$ cat src/rtl/fp32_pkg.sv
// Shared IEEE-754 single-precision constants, FSM state encoding and field helpers
// used by the sequential adder and its comparator.
package fp32_pkg;

  localparam int unsigned EXP_W   = 8;
  localparam int unsigned MAN_W   = 23;
  localparam int unsigned BIAS    = 127;
  localparam logic [7:0]  EXP_MAX = 8'hFF;
  localparam logic [31:0] QNAN    = 32'h7FC0_0000;

  typedef enum logic [2:0] {
    ST_IDLE  = 3'd0,
    ST_CMP   = 3'd1,
    ST_ALIGN = 3'd2,
    ST_ADD   = 3'd3,
    ST_NORM  = 3'd4,
    ST_DONE  = 3'd5
  } state_e;

  function automatic logic f_sign(input logic [31:0] v);
    return v[31];
  endfunction

  function automatic logic [EXP_W-1:0] f_exp(input logic [31:0] v);
    return v[30:23];
  endfunction

  function automatic logic [MAN_W-1:0] f_man(input logic [31:0] v);
    return v[22:0];
  endfunction

endpackage

$ cat src/rtl/fp_add_seq_ctrl_if.sv
// Start/busy/done operation handshake between the ALU op decoder and the sequential adder.
interface fp_add_seq_ctrl_if;
  logic        start;
  logic [31:0] X;
  logic [31:0] Y;
  logic        busy;
  logic        done;
  logic [31:0] result;

  modport master (output start, X, Y, input busy, done, result);
  modport slave  (input start, X, Y, output busy, done, result);
endinterface

$ cat src/rtl/fp_add_seq_ctrl_cmp.sv
// Magnitude comparator: orders two floats by |value| and reports the exponent gap.
module fp_add_seq_ctrl_cmp
  import fp32_pkg::*;
(
  input  logic [31:0]      X,
  input  logic [31:0]      Y,
  output logic [EXP_W-1:0] dif,
  output logic [31:0]      outB,
  output logic [31:0]      outL
);

  logic x_ge;

  // Exponent and mantissa concatenated compare as one unsigned magnitude.
  always_comb begin
    x_ge = (X[30:0] >= Y[30:0]);
    outB = x_ge ? X : Y;
    outL = x_ge ? Y : X;
    dif  = f_exp(outB) - f_exp(outL);
  end

endmodule

$ cat src/rtl/fp_add_seq_ctrl.sv
// Multi-cycle single-precision adder/subtractor: compare/order, iterative align,
// add/sub, iterative normalise. Truncating, denormals flushed to zero.
module fp_add_seq_ctrl
  import fp32_pkg::*;
#(
  parameter int unsigned ALIGN_LIMIT = 26
) (
  input  logic             clk,
  input  logic             rst,
  fp_add_seq_ctrl_if.slave bus
);

  localparam int unsigned MW = MAN_W + 1;
  localparam int unsigned SW = MAN_W + 2;

  state_e           state_q, state_d;
  logic [31:0]      opa_q, opa_d;
  logic [31:0]      opb_q, opb_d;
  logic [MW-1:0]    big_m_q, big_m_d;
  logic [MW-1:0]    lit_m_q, lit_m_d;
  logic [EXP_W-1:0] exp_q, exp_d;
  logic [EXP_W-1:0] cnt_q, cnt_d;
  logic [SW-1:0]    sum_q, sum_d;
  logic             sign_q, sign_d;
  logic             sub_q, sub_d;
  logic             busy_q, busy_d;
  logic             done_q, done_d;
  logic [31:0]      result_q, result_d;

  logic [EXP_W-1:0] cmp_dif;
  logic [31:0]      cmp_b;
  logic [31:0]      cmp_l;
  logic             special;
  logic [31:0]      special_res;

  fp_add_seq_ctrl_cmp u_cmp (
    .X    (opa_q),
    .Y    (opb_q),
    .dif  (cmp_dif),
    .outB (cmp_b),
    .outL (cmp_l)
  );

  // Inf/NaN on the big side, or zero on the little side, bypass the datapath.
  always_comb begin
    special     = (f_exp(cmp_b) == EXP_MAX) || (f_exp(cmp_l) == '0);
    special_res = cmp_b;
    if ((f_exp(cmp_b) == EXP_MAX) && (f_exp(cmp_l) == EXP_MAX) &&
        (f_man(cmp_b) == '0) && (f_man(cmp_l) == '0) &&
        (f_sign(cmp_b) != f_sign(cmp_l))) begin
      special_res = QNAN;
    end
  end

  always_comb begin
    state_d  = state_q;
    opa_d    = opa_q;
    opb_d    = opb_q;
    big_m_d  = big_m_q;
    lit_m_d  = lit_m_q;
    exp_d    = exp_q;
    cnt_d    = cnt_q;
    sum_d    = sum_q;
    sign_d   = sign_q;
    sub_d    = sub_q;
    result_d = result_q;

    case (state_q)
      ST_IDLE: begin
        if (bus.start) begin
          opa_d   = bus.X;
          opb_d   = bus.Y;
          state_d = ST_CMP;
        end
      end

      ST_CMP: begin
        sign_d  = f_sign(cmp_b);
        sub_d   = f_sign(cmp_b) ^ f_sign(cmp_l);
        exp_d   = f_exp(cmp_b);
        big_m_d = {1'b1, f_man(cmp_b)};
        lit_m_d = {1'b1, f_man(cmp_l)};
        cnt_d   = cmp_dif;
        if (special) begin
          result_d = special_res;
          state_d  = ST_DONE;
        end else if (cmp_dif == '0) begin
          state_d = ST_ADD;
        end else if (cmp_dif >= EXP_W'(ALIGN_LIMIT)) begin
          lit_m_d = '0;
          state_d = ST_ADD;
        end else begin
          state_d = ST_ALIGN;
        end
      end

      ST_ALIGN: begin
        lit_m_d = lit_m_q >> 1;
        cnt_d   = cnt_q - EXP_W'(1);
        if (cnt_q == EXP_W'(1)) state_d = ST_ADD;
      end

      ST_ADD: begin
        sum_d   = sub_q ? ({1'b0, big_m_q} - {1'b0, lit_m_q})
                        : ({1'b0, big_m_q} + {1'b0, lit_m_q});
        state_d = ST_NORM;
      end

      // Carry out takes one right shift; leading zeros shift left one per cycle.
      ST_NORM: begin
        if (sum_q == '0) begin
          result_d = '0;
          state_d  = ST_DONE;
        end else if (sum_q[SW-1]) begin
          sum_d   = sum_q >> 1;
          exp_d   = exp_q + EXP_W'(1);
          if (exp_q == (EXP_MAX - EXP_W'(1))) begin
            result_d = {sign_q, EXP_MAX, MAN_W'(0)};
          end else begin
            result_d = {sign_q, exp_q + EXP_W'(1), sum_q[MAN_W:1]};
          end
          state_d = ST_DONE;
        end else if (!sum_q[MAN_W]) begin
          if (exp_q == EXP_W'(1)) begin
            result_d = '0;
            state_d  = ST_DONE;
          end else begin
            sum_d = sum_q << 1;
            exp_d = exp_q - EXP_W'(1);
          end
        end else begin
          result_d = {sign_q, exp_q, sum_q[MAN_W-1:0]};
          state_d  = ST_DONE;
        end
      end

      ST_DONE: state_d = ST_IDLE;

      default: state_d = ST_IDLE;
    endcase

    busy_d = (state_d == ST_CMP) || (state_d == ST_ALIGN) ||
             (state_d == ST_ADD) || (state_d == ST_NORM);
    done_d = (state_d == ST_DONE);
  end

  always_ff @(posedge clk or posedge rst) begin
    if (rst) begin
      state_q  <= ST_IDLE;
      opa_q    <= '0;
      opb_q    <= '0;
      big_m_q  <= '0;
      lit_m_q  <= '0;
      exp_q    <= '0;
      cnt_q    <= '0;
      sum_q    <= '0;
      sign_q   <= 1'b0;
      sub_q    <= 1'b0;
      busy_q   <= 1'b0;
      done_q   <= 1'b0;
      result_q <= '0;
    end else begin
      state_q  <= state_d;
      opa_q    <= opa_d;
      opb_q    <= opb_d;
      big_m_q  <= big_m_d;
      lit_m_q  <= lit_m_d;
      exp_q    <= exp_d;
      cnt_q    <= cnt_d;
      sum_q    <= sum_d;
      sign_q   <= sign_d;
      sub_q    <= sub_d;
      busy_q   <= busy_d;
      done_q   <= done_d;
      result_q <= result_d;
    end
  end

  assign bus.busy   = busy_q;
  assign bus.done   = done_q;
  assign bus.result = result_q;

endmodule

$ cat src/flat_wrapper.sv
// flat-port wrapper written by rule: the top's interface ports become plain ports
module fp_add_seq_ctrl_flat import fp32_pkg::*;
#(
  parameter int unsigned ALIGN_LIMIT = 26
)
  (clk, rst, bus_start, bus_X, bus_Y, bus_busy, bus_done, bus_result);
  fp_add_seq_ctrl_if bus_i ();
  input  logic clk;
  input  logic rst;
  input wire logic [$bits(bus_i.start)-1:0] bus_start;
  input wire logic [$bits(bus_i.X)-1:0] bus_X;
  input wire logic [$bits(bus_i.Y)-1:0] bus_Y;
  output wire logic [$bits(bus_i.busy)-1:0] bus_busy;
  output wire logic [$bits(bus_i.done)-1:0] bus_done;
  output wire logic [$bits(bus_i.result)-1:0] bus_result;
  assign bus_i.start = bus_start;
  assign bus_i.X = bus_X;
  assign bus_i.Y = bus_Y;
  assign bus_busy = bus_i.busy;
  assign bus_done = bus_i.done;
  assign bus_result = bus_i.result;
  fp_add_seq_ctrl #(.ALIGN_LIMIT(ALIGN_LIMIT)) u_core (.clk(clk), .rst(rst), .bus(bus_i));
endmodule
$ cat config.mk
export PLATFORM = sky130hd
export DESIGN_NAME = fp_add_seq_ctrl_flat
export DESIGN_NICKNAME = d
export VERILOG_FILES = /design/src/rtl/fp32_pkg.sv /design/src/rtl/fp_add_seq_ctrl_if.sv /design/src/rtl/fp_add_seq_ctrl_cmp.sv /design/src/rtl/fp_add_seq_ctrl.sv /design/src/flat_wrapper.sv
export SDC_FILE = /design/constraint.sdc
export NUM_CORES = 1
export LEC_CHECK = 0
export CAP_MARGIN = 20
export CORE_MARGIN = 2
export CORE_UTILIZATION = 40
export DETAILED_ROUTE_END_ITERATION = 12
export SLEW_MARGIN = 20
export SYNTH_ARGS = -nofsm -noshare
export SYNTH_HDL_FRONTEND = slang
export SYNTH_SLANG_ARGS = --single-unit
export TNS_END_PERCENT = 10
$ cat constraint.sdc
create_clock -name clk -period 6.1 [get_ports clk]
set_input_delay 0.915 -clock clk [delete_from_list [all_inputs] [get_ports clk]]
set_output_delay 0.915 -clock clk [all_outputs]
set_load 0.05 [all_outputs]
; Yosys cells after proc, flatten, opt, wreduce, memory -nomap -nowiden
; Cells that the tools add are included.
[classes]
add_sub_neg = 6
n_mul = 0
n_div = 0
order_cmp = 2
n_eq_ne = 20
shifts = 0
muxes = 36
n_bitwise = 1
reduce_logical = 22
[ops]
columns = cell, count
row1 = 32-bit two-way mux, 8
row2 = 25-bit two-way mux, 4
row3 = 24-bit two-way mux, 4
row4 = 32-bit one-hot mux with 2 select lines, 1
row5 = 25-bit one-hot mux with 2 select lines, 1
row6 = 24-bit one-hot mux with 2 select lines, 1
row7 = 23-bit logical NOT, 2
row8 = 8-bit two-way mux, 4
row9 = 8-bit one-hot mux with 2 select lines, 2
row10 = 31-bit greater-or-equal comparator, 1
row11 = 31-bit two-way mux, 1
row12 = 24-bit by 24-bit adder with 25-bit output, 1
row13 = 25-bit logical NOT, 1
row14 = 24-bit by 24-bit subtractor with 25-bit output, 1
row15 = 8-bit equality test (second input constant), 3
row16 = 3-bit two-way mux, 8
row17 = 8-bit by 1-bit equality test with 1-bit output (second input constant), 2
row18 = 8-bit logical NOT, 2
row19 = 8-bit by 1-bit subtractor with 8-bit output (second input constant), 2
row20 = 3-bit one-hot mux with 5 select lines, 1
row21 = 3-bit by 2-bit equality test with 1-bit output (second input constant), 4
row22 = 3-bit equality test (second input constant), 3
row23 = 8-bit by 1-bit adder with 8-bit output (second input constant), 1
row24 = 8-bit by 5-bit greater-or-equal comparator with 1-bit output (second input constant), 1
row25 = other kinds (16), 28
[totals]
reg_bits = 192
latchBits = 0
mem_bits_rw = 0
rom_bits = 0
in_bits = 67
output_inout_bits = 34
word_cells = 101
mem_count = 0

; Longest topological paths before layout
[depth]
ltp_word = 12
mapped_depth = 19
depth_no_buf = 18

; Modules after synthesis
; Synthesis repeated with hierarchy kept, for this count alone.
[hier_totals]
hier_cells = 1448
hier_area_um2 = 12824.8
[by_module_without_submodules]
columns = module, n_inst, cells_per_inst, area_per_inst_um2, seq_area_each_um2
row1 = fp_add_seq_ctrl, 1, 1153, 10832.9, 4804.6
row2 = fp_add_seq_ctrl_cmp, 1, 295, 1991.9, 0.0

; Worst setup path before layout
; No wires, ideal clock.
[synth_path]
path_kind = reg2reg
start = reg u_core.opb_q[28]
end = reg u_core.lit_m_q[10]
setup_ps = 125
t_arrival_ps = 4141
required_time_ps = 5975
setup_slack_ps = 1834
stages_incl_launch_ff = 20
n_path_buf = 3
period_less_slack_ps = 4266
cell_sequence = dfrtp_1 > inv_1 > ha_1 > a21o_1 > a21o_1 > a221oi_2 > o21ai_2 > nor2_8 > buf_4 > clkbuf_1 > mux2_2 > ha_1 > inv_1 > a31oi_1 > o31ai_4 > xnor2_2 > o211ai_2 > a41oi_4 > buf_6 > o21ai_2
[synth_via]
elab_chain_cells = 8
word_cells_on_any_way = 13
classes_between = add/sub: 1 / order compare: 2 / eq/ne: 1 / mux: 6 / reduce/logical: 3
[synth_lines]
columns = element, line
row1 = start: declaration, fp_add_seq_ctrl.sv:18  ; logic [31:0] opb_q, opb_d;
row2 = start signal: assignment, fp_add_seq_ctrl.sv:165  ; opb_q <= opb_d;
row3 = 31-bit greater-or-equal comparator, fp_add_seq_ctrl_cmp.sv:16  ; x_ge = (X[30:0] >= Y[30:0]);
row4 = 32-bit two-way mux (on tied branches), "fp_add_seq_ctrl_cmp.sv:17, fp_add_seq_ctrl_cmp.sv:18"
row5 = 8-bit subtractor, fp_add_seq_ctrl_cmp.sv:19  ; dif = f_exp(outB) - f_exp(outL);
row6 = 8-bit by 5-bit greater-or-equal comparator with 1-bit output, fp_add_seq_ctrl.sv:89  ; end else if (cmp_dif >= EXP_W'(ALIGN_LIMIT)) begin
row7 = 24-bit two-way mux, fp_add_seq_ctrl.sv:89
row8 = 24-bit two-way mux, fp_add_seq_ctrl.sv:87  ; end else if (cmp_dif == '0) begin
row9 = 24-bit two-way mux (*), fp_add_seq_ctrl.sv:84  ; if (special) begin
row10 = 24-bit one-hot mux with 2 select lines (*), fp_add_seq_ctrl.sv:68  ; case (state_q)
row11 = end signal: assignment, fp_add_seq_ctrl.sv:167  ; lit_m_q <= lit_m_d;
row12 = end: declaration, fp_add_seq_ctrl.sv:20  ; logic [MW-1:0] lit_m_q, lit_m_d;
; Mark *: on every way between the ends. The rest lies on a longest branch, timed or not.
; A chain may end at the register's enable or synchronous reset.

; Final worst setup path
[layout_path]
start = reg u_core.opb_q[2]
end = reg u_core.result_q[17] (netlist: u_core.bus.result[17])
[layout_via]
elab_chain_cells = 10
word_cells_on_any_way = 19
classes_between = order compare: 1 / eq/ne: 4 / mux: 5 / reduce/logical: 9
[layout_lines]
columns = element, line
row1 = 31-bit greater-or-equal comparator, fp_add_seq_ctrl_cmp.sv:16
row2 = 32-bit two-way mux (on tied branches), "fp_add_seq_ctrl_cmp.sv:17, fp_add_seq_ctrl_cmp.sv:18"
row3 = 8-bit equality test (on tied branches), "fp_add_seq_ctrl.sv:46, fp_add_seq_ctrl.sv:48"
row4 = 1-bit logical AND (2 in a row), fp_add_seq_ctrl.sv:48  ; if ((f_exp(cmp_b) == EXP_MAX) && (f_exp(cmp_l) == EXP_MAX) &&
row5 = 1-bit logical AND (2 in a row), fp_add_seq_ctrl.sv:49  ; (f_man(cmp_b) == '0) && (f_man(cmp_l) == '0) &&
row6 = 32-bit two-way mux, fp_add_seq_ctrl.sv:48
row7 = 32-bit two-way mux, fp_add_seq_ctrl.sv:84
row8 = 32-bit one-hot mux with 2 select lines, fp_add_seq_ctrl.sv:68
row9 = end signal: assignment, fp_add_seq_ctrl.sv:175  ; result_q <= result_d;
row10 = end: declaration, fp_add_seq_ctrl.sv:28  ; logic [31:0] result_q, result_d;
; Several ways; a longest one is shown, not always the timed one. The select of a mux whose other input is x is not followed.

==> reports/metrics.cfg <==
[run_status]
status = complete, no violations

[clocking]
root_buffer = clkbuf_16
h-tree-depth = 4
cts_tree = built
cts_hold_buf = 0
clk_pin_slew_worst_paths_ns = 0.08
cts_buffer_depth = 2
worstSkewPairLatency_ns = 0.44
cts.sinks = 192
post-cts-setup-buffer-count = 0
cts_buffers = 17
post_cts_resized = 0

[global_routing]
grt_max_degree = 148
grt_antenna_before_repair = 0
grt.total_usage = 0.213
grt_pass1_vias = 9818
grt_pass1_wl_mm = 53.7
globalRoute.totalOverflow = 0

[timing]
setup_tns_ns = 0
rsz0062_at_grt = false
timing.final.ws_setup_ns = 0.874
skew_ns = 0.0152
report.final.slew_viol_count = 0
min_period_ns = 5.23
hold_viol = 0
final-setup-viol-count = 0
fin_crit_sh = 0.857
clock.fmax_ghz = 0.191
maxSlewHeadroom = 0.325
worstMarginPinSlew_ns = 1.01

[floorplanning]
die_w_microns = 179
initial_utilization = 0.404
die_h_microns = 179
dieArea_sq_mm = 0.0321
fp.coreArea_sq_mm = 0.0303
rows = 64
pin_count = 101

[critical_path]
critPathMaxStageDelay_ns = 0.71
worstSetupPathType = reg2reg
end_kind = register
crit_required_ns = 6.43
worstReg2RegEnd = u_core.bus.result[17]
cp_max_fo = 74
cp-start-kind = register
path_buf_inv = 2
reg2reg_depth = 13
path_cells = inv_1, ha_1, a21oi_1, a21oi_1, o31ai_1, a21oi_2, nor2_8, buf_4, o21ai_0, or2_2, nand2_2, o221ai_1, o21a_1
cp_data_arrival_time_ns = 5.56
crit_top_cell = a21oi_1
r2r_start = u_core.opb_q[2]
worst-r2r-setup-slack_ns = 0.87
cpMaxStageDelayCell = o31ai_1
crit_family = compound AO/OA/AOI/OAI gates

[logic_synthesis]
syn_area_sq_mm = 0.0123
synth_seq_cells = 192
synth_nets = 1501
yosysWarningCount = 0
synthTopCellsByArea = dfrtp_1 (39%), ha_1 (6.4%), o21ai_0 (4.9%)
seq_area_frac_synth = 0.392
yosys_most_used_dff = dfrtp_1
avgSynthCellArea_sq_um = 8.95
yosysTopAreaCellShare = 0.392
syn_inst = 1370
synth_area_leader_cell = dfrtp_1
ys_async_sr_fraction = 1.00
yosysUniqueCellTypes = 69
synth-edff-count = 0

[cells_and_area]
num-fill-cells = 2896
finalNetCount = 1557
synthToLayoutAreaGrowth_pct = 15.5
multi_input_area_sq_mm = 0.00691
finalInstanceArea_sq_mm = 0.0142
diodes = 0
drive_above_1_share = 0.0910
regArea_sq_mm = 0.00480

[placement]
dp_slack_ns = 0.937
gp_congestion = 0.877
placed_area_sq_mm = 0.0136
portBuffers = 100
hpwl_mm = 24.3

[route]
post_drt_wl_per_cell_microns = 17.9
via_per_inst = 5.68
drc = 0
wl_mm = 32.9
drtIter0Drc = 829
ant_nets = 0
via_count = 10428
drtPass1Iterations = 5

[hold_path]
min_path_cells = 1
holdCritStartpoint = u_core.big_m_q[23]
hold_path.class = reg2reg
whs_endpoint = u_core.big_m_q[23]

[run]
drv_cap = 0

[cell type report]
type,instances,share of cell area
multi-input cells,1035,0.488
flip-flops and latches,192,0.339
repair buffers,116,0.0803
well taps,396,0.0350
clock buffers,17,0.0300
inverters,64,0.0172
clock inverters,15,0.0101
[worst max-delay path by stage]
stage,start,to,cells past startpoint
6_report,u_core.opb_q[2],u_core.bus.result[17],13
5_1_grt,u_core.opb_q[2],u_core.bus.result[9],13
3_5_place_dp,u_core.opb_q[2],u_core.bus.result[3],13
3_3_place_gp,u_core.opb_q[2],u_core.bus.result[9],13
4_1_cts,u_core.opb_q[2],u_core.bus.result[3],13
2_1_floorplan,u_core.opb_q[28],u_core.lit_m_q[10],19
[registers in the layout, summed over array words and instances (netlist names)]
register / count
u_core.opa_q: 32
u_core.sub_q: 1
u_core.cnt_q: 8
u_core.opb_q: 32
u_core.sum_q: 25
u_core.exp_q: 8
u_core.state_q: 3
u_core.bus.result: 32
u_core.lit_m_q: 24
u_core.big_m_q: 24
u_core.sign_q: 1
u_core.bus.busy: 1
u_core.bus.done: 1
[synthesized netlist by cell type, drive strengths merged, types with 2 or more instances]
cell     instances
dfrtp          192
o21ai          146
nor2           133
a21oi          121
nand2          115
inv             64
clkbuf          63
ha              63
a22oi           49
xnor2           39
mux2            37
mux2i           34
nor4            29
o21a            28
o221ai          23
a221o           22
nand3           19
nor3            18
a21o            17
buf             16
a31oi           15
nand4           14
a211oi          10
xor2             9
and2             8
nor2b            8
and3             6
nand2b           6
nand3b           6
a2111oi          5
o21bai           5
o22ai            5
a221oi           4
a311oi           4
and4             4
o31ai            4
a2bb2oi          3
o211ai           3
or2              3
or4              3
nor3b            2
nor4b            2
o2111ai          2
or3              2
[cells by family (layout without fill, tap and decap cells)]
| family | after synthesis | count (layout) | synth area share |
|---|---|---|---|
| xor gates and xnor gates | 48 | 48 | 0.0349 |
| buffers and inverters | 143 | 212 | 0.0462 |
| adders and majority gates | 64 | 64 | 0.0659 |
| AOI/OAI and AO/OA | 473 | 473 | 0.256 |
| DFF | 192 | 192 | 0.392 |
| muxes | 71 | 71 | 0.0617 |
| and+or+nand+nor | 379 | 379 | 0.143 |
[layout by cell type, fill, tap and decap left out, types with 8 or more instances in the layout]
master           count
a31oi_1             14
a22oi_1             49
dfrtp_1            192
ha_1                63
o221ai_1            23
a211oi_1            10
o21ai_0            121
mux2_2              37
nand4_1             14
xor2_1               9
nor2b_1              8
a21o_1              15
nor3_1              18
nand2_1            114
clkdlybuf4s50_1    100
inv_1               63
buf_4               14
nor2_1             131
nand3_1             19
a221o_1             22
mux2i_1             34
o21a_1              28
nor4_1              28
o21ai_2             22
clkbuf_16           17
a21oi_1            120
xnor2_1             38
[metal layers]
layer,track usage,part of all wire,up-vias
met4,0.0549,0.015,0
met2,0.300,0.41,267
met1,0.337,0.52,4985
met5,0,0,-
met3,0.0307,0.050,25
li1,-,-,5151
[through the flow]
| step | utilization | cells | hold slack [ns] |
|---|---|---|---|
| 2_1_floorplan | - | 1370 | 0.441 |
| 3_3_place_gp | 0.448 | 1802 | 0.457 |
| 3_5_place_dp | 0.448 | 1803 | 0.459 |
| 4_1_cts | 0.467 | 1835 | 0.481 |
| 5_1_grt | 0.467 | 1835 | 0.493 |
| 6_report | 0.467 | 1835 | 0.480 |
Power is not shown: default switching activity piles up to over one toggle a cycle in this logic, so the estimate is an artifact.
